$ cat src/rtl/button_rate_select.sv
// Debounced push-button front end: emits press/release/long-press pulses and a wrapping rate index.
// Optional macro BUTTON_AUTOREPEAT_EN steps the rate every REPEAT_CYCLES while the button is long-held.
module button_rate_select #(
  parameter int DEBOUNCE_CYCLES   = 270_000,
  parameter int LONG_PRESS_CYCLES = 27_000_000,
  parameter int REPEAT_CYCLES     = 6_750_000,
  parameter int RATE_COUNT        = 4,
  parameter int ACTIVE_LOW        = 1
) (
  input  logic       Clock,
  input  logic       Reset,
  input  logic       Button_raw,
  output logic       Button_level,
  output logic       Press_pulse,
  output logic       Release_pulse,
  output logic       Long_press_pulse,
  output logic [1:0] Rate_select
);

  localparam logic IDLE_LEVEL = (ACTIVE_LOW != 0);
  localparam int   STAB_W     = $clog2(DEBOUNCE_CYCLES);
  localparam int   HOLD_W     = $clog2(LONG_PRESS_CYCLES);
  localparam logic [STAB_W-1:0] STAB_LAST = STAB_W'(DEBOUNCE_CYCLES - 1);
  localparam logic [HOLD_W-1:0] HOLD_LAST = HOLD_W'(LONG_PRESS_CYCLES - 1);
  localparam logic [1:0]        RATE_LAST = 2'(RATE_COUNT - 1);

  typedef enum logic [1:0] {RELEASED, PRESSED, LONG_HELD} state_t;

  state_t            state_reg;
  logic [1:0]        sync_reg;
  logic              level_reg;
  logic [STAB_W-1:0] stab_cnt_reg;
  logic [HOLD_W-1:0] hold_cnt_reg;
  logic [1:0]        rate_reg;
  logic              press_reg;
  logic              release_reg;
  logic              long_reg;
  logic              pressed_s;
  logic              flip;
  logic [1:0]        rate_next;

`ifdef BUTTON_AUTOREPEAT_EN
  localparam int REP_W = $clog2(REPEAT_CYCLES + 1);
  localparam logic [REP_W-1:0] REP_LAST = REP_W'(REPEAT_CYCLES - 1);
  logic [REP_W-1:0] rep_cnt_reg;
`endif

  // Pressed is 1 regardless of pin polarity once past the synchroniser.
  assign pressed_s = sync_reg[1] ^ IDLE_LEVEL;
  assign flip      = (pressed_s != level_reg) && (stab_cnt_reg == STAB_LAST);
  assign rate_next = (rate_reg == RATE_LAST) ? 2'd0 : rate_reg + 2'd1;

  always_ff @(posedge Clock) begin
    if (Reset) begin
      sync_reg     <= {IDLE_LEVEL, IDLE_LEVEL};
      level_reg    <= 1'b0;
      stab_cnt_reg <= '0;
      hold_cnt_reg <= '0;
      rate_reg     <= 2'd0;
      press_reg    <= 1'b0;
      release_reg  <= 1'b0;
      long_reg     <= 1'b0;
      state_reg    <= RELEASED;
`ifdef BUTTON_AUTOREPEAT_EN
      rep_cnt_reg  <= '0;
`endif
    end else begin
      sync_reg    <= {sync_reg[0], Button_raw};
      press_reg   <= 1'b0;
      release_reg <= 1'b0;
      long_reg    <= 1'b0;

      if (pressed_s == level_reg) begin
        stab_cnt_reg <= '0;
      end else if (flip) begin
        stab_cnt_reg <= '0;
        level_reg    <= pressed_s;
      end else begin
        stab_cnt_reg <= stab_cnt_reg + STAB_W'(1);
      end

      case (state_reg)
        RELEASED: begin
          if (flip && pressed_s) begin
            press_reg    <= 1'b1;
            hold_cnt_reg <= '0;
            state_reg    <= PRESSED;
          end
        end
        PRESSED: begin
          // A release landing on the long-press edge counts as a short press.
          if (flip && !pressed_s) begin
            release_reg <= 1'b1;
            rate_reg    <= rate_next;
            state_reg   <= RELEASED;
          end else if (hold_cnt_reg == HOLD_LAST) begin
            long_reg  <= 1'b1;
            state_reg <= LONG_HELD;
`ifdef BUTTON_AUTOREPEAT_EN
            rep_cnt_reg <= '0;
`endif
          end else begin
            hold_cnt_reg <= hold_cnt_reg + HOLD_W'(1);
          end
        end
        LONG_HELD: begin
          if (flip && !pressed_s) begin
            release_reg <= 1'b1;
            state_reg   <= RELEASED;
          end
`ifdef BUTTON_AUTOREPEAT_EN
          else if (rep_cnt_reg == REP_LAST) begin
            rep_cnt_reg <= '0;
            rate_reg    <= rate_next;
            press_reg   <= 1'b1;
          end else begin
            rep_cnt_reg <= rep_cnt_reg + REP_W'(1);
          end
`endif
        end
        default: state_reg <= RELEASED;
      endcase
    end
  end

  assign Button_level     = level_reg;
  assign Press_pulse      = press_reg;
  assign Release_pulse    = release_reg;
  assign Long_press_pulse = long_reg;
  assign Rate_select      = rate_reg;

endmodule

$ cat config.mk
export PLATFORM = sky130hd
export DESIGN_NAME = button_rate_select
export DESIGN_NICKNAME = d
export VERILOG_FILES = /design/src/rtl/button_rate_select.sv
export SDC_FILE = /design/constraint.sdc
export NUM_CORES = 1
export LEC_CHECK = 0
export ABC_AREA = 1
export ABC_CLOCK_PERIOD_IN_PS = 2000
export BUFFER_PORTS_ARGS = -buffer_cell sky130_fd_sc_hd__buf_2
export CAP_MARGIN = 20
export CELL_PAD_IN_SITES_DETAIL_PLACEMENT = 0
export CELL_PAD_IN_SITES_GLOBAL_PLACEMENT = 2
export CORE_ASPECT_RATIO = 1.75
export CORE_MARGIN = 1
export CORE_UTILIZATION = 34
export CTS_CLUSTER_SIZE = 16
export DETAILED_ROUTE_END_ITERATION = 8
export PLACE_DENSITY_LB_ADDON = 0.1
export SLEW_MARGIN = 5
export SYNTH_ARGS = -nofsm -noshare
export SYNTH_HDL_FRONTEND = slang
export SYNTH_SLANG_ARGS = --single-unit
$ cat constraint.sdc
create_clock -name Clock -period 2 [get_ports Clock]
set_input_delay 0.2 -clock Clock [delete_from_list [all_inputs] [get_ports Clock]]
set_output_delay 0.2 -clock Clock [all_outputs]
set_load 0.01 [all_outputs]
==> results.md <==
Worst setup path:
- The cell count along the critical path is 10.
- The total buffers and inverters traversed by the critical path is 2.
- The gate family responsible for the most delay along the worst path is simple AND/OR/NAND/NOR gates.
- Of all nets on the critical path, the largest fanout is 5.
- The endpoint of the worst register-to-register path is stab_cnt_reg[14].
- At the worst endpoint, the required time is 2190 ps.
- The flop-to-flop setup slack is 150 ps.
- The signal on the critical path passes through ha_2, nand2_1, nor2_2, buf_4, nand2_2, nor3_4, nand2_2, buf_4, nor4_2, nor3_1.
- The arrival time at the worst endpoint is about 2000 ps.
- The worst setup path is captured at a register.
- The capturing element of the worst setup path is stab_cnt_reg[14].
- The worst setup path is of the reg -> reg kind.
- The worst reg2reg path depth is 10.
- The kind of launch point of the worst setup path is a register.
- Tracing the worst setup path back leads to its startpoint at stab_cnt_reg[0].
- Among all stages on the critical path, the largest delay is contributed by sky130_fd_sc_hd__dfxtp_2.
- The startpoint identified for the worst register-to-register timing path is stab_cnt_reg[0].
- The largest stage delay on the critical path is 340 ps.

Pwr:
- The static leakage power is 1.524 nW.
- The combinational power share is 0.017.
- Cell internal power was estimated by the tool at 1.546 mW.
- The reported net switching power is roughly 0.46 mW.
- The clock network fraction of total power is 0.445.
- The maximum ir drop on the vdd rail is slightly above 0.4 mV.
- The proportion of total power due to net switching is 0.2299.
- The power density of the placed cells is approximately 520 nW/um2.
- The relative contribution of sequential cells to total power is 0.537.

Clock network:
- No sink is reached through more buffers than the 2 on the longest clock path.
- TritonCTS built the clock tree.
- The cell sitting at the root of the clock tree is a sky130_fd_sc_hd__clkbuf_16.
- In this run, CTS created clock tree buffers numbering 5.
- The clock net sink count is 54.
- The later pin in the worst-skew pair is clocked with a latency of 300 ps.
- The clock tree synthesis step divided the H-tree into 2 levels.
- Clock-pin slew was measured on the worst setup and hold paths at roughly 70 ps.

Timing:
- The worst clock skew on the final layout is 6.930 ps.
- The tightest slew margin relative to the limit is 0.6509.
- The count of pins over their slew limit is 0.
- For the pin with the worst max-slew slack, the measured transition is between 500 and 600 ps.
- The final critical-path setup slack is roughly 150 ps.
- Adding up every negative setup slack in the final design gives 0 ps.
- The number of endpoints with negative hold slack in the final report is 0.
- For this run, the top clock speed supported by timing is about 540 MHz.
- The setup violation total in the final timing report is 0.
- The final period utilization is 0.9272.
- The final critical path time including I/O delays and setup is around 1900 ps.
- On the final layout, the worst hold slack is slightly below 90 ps.

Cells and area:
- 0 antenna diodes ended up in the layout.
- The count of cells in the finished layout, fillers not included, comes to 694.
- The area added between synthesis and finish is 18.32%.
- Counting the fill cells in the layout gives between 1k and 1.5k.
- The fraction of final layout cells with drive strength greater than 1 is 0.1381.
- The net count of the finished layout is between 500 and 600.
- The number of flip-flops in the largest register is 25.
- After routing the design area is 3879 um2.

Synth:
- The share of synthesized cell area in full adder, half adder and majority cells is 0.02290.
- The top cell type by total area after synthesis is sky130_fd_sc_hd__dfxtp_1.
- Counting flops and latches in the post-synthesis netlist gives 54.
- The number of instances in the synthesized netlist is 537.
- The sequential cell area fraction in the yosys report is 0.3298.
- The complex-gate fraction of the synthesized area was 0.06260.
- After synthesis, the cell types taking the most area are sky130_fd_sc_hd__dfxtp_1 (33%), sky130_fd_sc_hd__nand2_1 (16%), sky130_fd_sc_hd__nor2_1 (11%).
- Of the total synthesized cell area, the portion taken by AND, OR, NAND and NOR gates is 0.4626.
- The area of the mapped netlist is 3278 um2.
- The netlist uses 30 different library cells.
- A synthesized cell averages around 6 um2.
- The portion of synthesized cell area occupied by the leading cell type is 0.3298.
- The fraction of synthesized area in multiplexers is 0.
- The synthesized netlist net count is about 550.
- Of the total synthesized cell area, the portion taken by XOR and XNOR cells is 0.01603.
- The main combinational cell family by area after synthesis is simple AND/OR/NAND/NOR gates.
- The number of warnings printed during yosys synthesis is 0.

GRT:
- Entering global routing, the biggest net connects 27 pins.
- The number of global-route vias before repair is about 3.3k.
- The number of antenna violations at the first check in global routing is 0.
- For this run, the total global-route usage over all layers was measured as 0.2118.
- The total congestion overflow is 0.
- The first global-routing pass estimated approximately 16,000 um of wire.

Routing:
- The detail-routed net length per standard cell is 14.91 um.
- The number of iterations in the first detailed-routing pass is 4.
- The residual DRC count is 0.
- The vias per cell is 4.905.
- The via count is between 3k and 4k.
- The final layout contains routed wiring with a total length of 10,350 um.
- The number of DRC markers in iteration 0 is 150.
- The detail route stage leaves a number of antenna-violating nets equal to 0.

Floorplanning:
- Row generation in the floorplan step produced 47 rows.
- The floorplan step defined a die boundary enclosing 10,050 um2.
- From bottom edge to top edge, the die measures about 130 um.
- The horizontal extent of the die is between 70 and 80 um.
- The floorplan step defined a core boundary enclosing around 9400 um2.
- For this configuration, the core starts out at a cell density of 0.3484.
- The I/O pin count is 9.

Placed design:
- After detailed placement, the design holds a cell count of 685.
- The number of buffers added on ports is 8.
- The congestion estimate from routability-driven global placement came to roughly 0.8.
- At the placement stage, the worst setup path has a slack of 41.78 ps.
- The wire-length estimate of the detail-placed layout is a little under 8000 um.
- The area after detailed placement is 3646 um2.

Run:
- Max-cap violations in this run came to 0.

Min path:
- The worst hold path class is in -> reg.

Status:
- The run finished with clean final reports.
## cell type report
type	count	area, um2	share of cell area
Timing Repair Buffer	40	317.8	0.08194
Clock inverter	2	15.01	0.003871
Multi-Input combinational cell	395	1899	0.4897
Tap cell	122	152.6	0.03935
Clock buffer	5	125.1	0.03226
Sequential cell	54	1084	0.2794
Inverter	76	285.3	0.07355
## worst register-to-register path, cell delays in order, from the launching register on
cell                      delay, ps
sky130_fd_sc_hd__dfxtp_2        340
sky130_fd_sc_hd__ha_2           190
sky130_fd_sc_hd__nand2_1         70
sky130_fd_sc_hd__nor2_2         150
sky130_fd_sc_hd__buf_4          140
sky130_fd_sc_hd__nand2_2         70
sky130_fd_sc_hd__nor3_4         210
sky130_fd_sc_hd__nand2_2        150
sky130_fd_sc_hd__buf_4          180
sky130_fd_sc_hd__nor4_2         160
sky130_fd_sc_hd__nor3_1          70
## synth_stat cells, drive strengths merged
| library cell | number |
|---|---|
| or2 | 3 |
| and2 | 1 |
| nor3b | 3 |
| nand3b | 1 |
| and3 | 1 |
| nor3 | 17 |
| ha | 6 |
| nor4 | 2 |
| dfxtp | 54 |
| clkinv | 1 |
| xnor2 | 1 |
| nand2 | 146 |
| o21ai | 9 |
| nand4 | 26 |
| buf | 4 |
| clkbuf | 8 |
| nor2 | 97 |
| inv | 75 |
| xor2 | 5 |
| o21a | 2 |
| a21oi | 29 |
| nand3 | 46 |
## metal layers
layer  vias to the layer above  wire length [um]  GRT usage  share of wire
li1                       1778                 -          -              -
met1                      1557              3800     0.2015           0.37
met2                        43              5802     0.4224           0.56
met3                        26               170    0.02215          0.016
met4                         0               573     0.1261          0.055
met5                         -                 0          0              0
## per-stage QoR
step	util	power, mW
6_report	0.4122	2.007
3_3_place_gp	0.3875	1.140
2_1_floorplan	-	1.125
5_1_grt	0.4122	2.080
3_5_place_dp	0.3875	1.140
4_1_cts	0.4024	2.036
## placed cells by master, fill, tap and decap left out
master	synthesis	layout
sky130_fd_sc_hd__clkinv_1	1	1
sky130_fd_sc_hd__clkinvlp_4	0	2
sky130_fd_sc_hd__nor3_1	16	16
sky130_fd_sc_hd__dfxtp_1	54	52
sky130_fd_sc_hd__nand3_2	0	2
sky130_fd_sc_hd__nor4_1	2	1
sky130_fd_sc_hd__nor2_1	92	87
sky130_fd_sc_hd__nand3_1	45	43
sky130_fd_sc_hd__inv_1	72	72
sky130_fd_sc_hd__buf_2	2	8
sky130_fd_sc_hd__nand3b_1	1	1
sky130_fd_sc_hd__ha_2	0	2
sky130_fd_sc_hd__nor3_4	0	1
sky130_fd_sc_hd__o21a_1	2	2
sky130_fd_sc_hd__nand2_1	141	139
sky130_fd_sc_hd__xor2_1	5	5
sky130_fd_sc_hd__and3_1	1	1
sky130_fd_sc_hd__nand4_1	26	26
sky130_fd_sc_hd__buf_12	0	1
sky130_fd_sc_hd__nor2_4	1	2
sky130_fd_sc_hd__clkbuf_16	0	6
sky130_fd_sc_hd__buf_6	2	2
sky130_fd_sc_hd__nor3b_1	3	3
sky130_fd_sc_hd__xnor2_1	1	1
sky130_fd_sc_hd__buf_4	0	28
sky130_fd_sc_hd__a21oi_1	29	29
sky130_fd_sc_hd__ha_1	6	4
sky130_fd_sc_hd__inv_2	3	3
sky130_fd_sc_hd__nand3_4	1	1
sky130_fd_sc_hd__o21ai_0	9	9
sky130_fd_sc_hd__and2_1	1	1
sky130_fd_sc_hd__nand2_4	1	1
sky130_fd_sc_hd__nand2_2	4	6
sky130_fd_sc_hd__or2_2	3	3
sky130_fd_sc_hd__nor4_2	0	1
sky130_fd_sc_hd__nor2_2	4	8
sky130_fd_sc_hd__dfxtp_2	0	2
## worst min path at each step
stage,start,endpoint,slack (ps),cells after the start
after floorplan,Button_raw,sync_reg[0],300,1
after global placement,Button_raw,sync_reg[0],380,2
final,Button_raw,sync_reg[0],90,2
after CTS,Button_raw,sync_reg[0],80,2
after detailed placement,Button_raw,sync_reg[0],400,2
after global routing,Button_raw,sync_reg[0],80,2
## power groups by stage
stage / Sequential (mW) / Combinational, mW / Clock (mW)
2_1_floorplan: 1.10 / 0.0222 / 0
3_3_place_gp: 1.10 / 0.0357 / 0
3_5_place_dp: 1.10 / 0.0357 / 0
4_1_cts: 1.08 / 0.0358 / 0.922
5_1_grt: 1.08 / 0.0391 / 0.962
6_report: 1.08 / 0.0351 / 0.893
## cells by family (layout without fill, tap and decap cells)
logic type               Yosys count  in the layout
flip-flops                        54             54
AO/OA/AOI/OAI                     40             40
buffers and inverters             88            123
AND/OR/NAND/NOR                  343            343
XOR/XNOR                           6              6
adder cells (fa/ha/maj)            6              6
## what timing repair did
action,CTS,global route
setup buffers,0,1
resized for setup,0,18
endpoints found under the setup margin,0,30
hold buffers,0,0
Power figures use the tool's default switching activity.
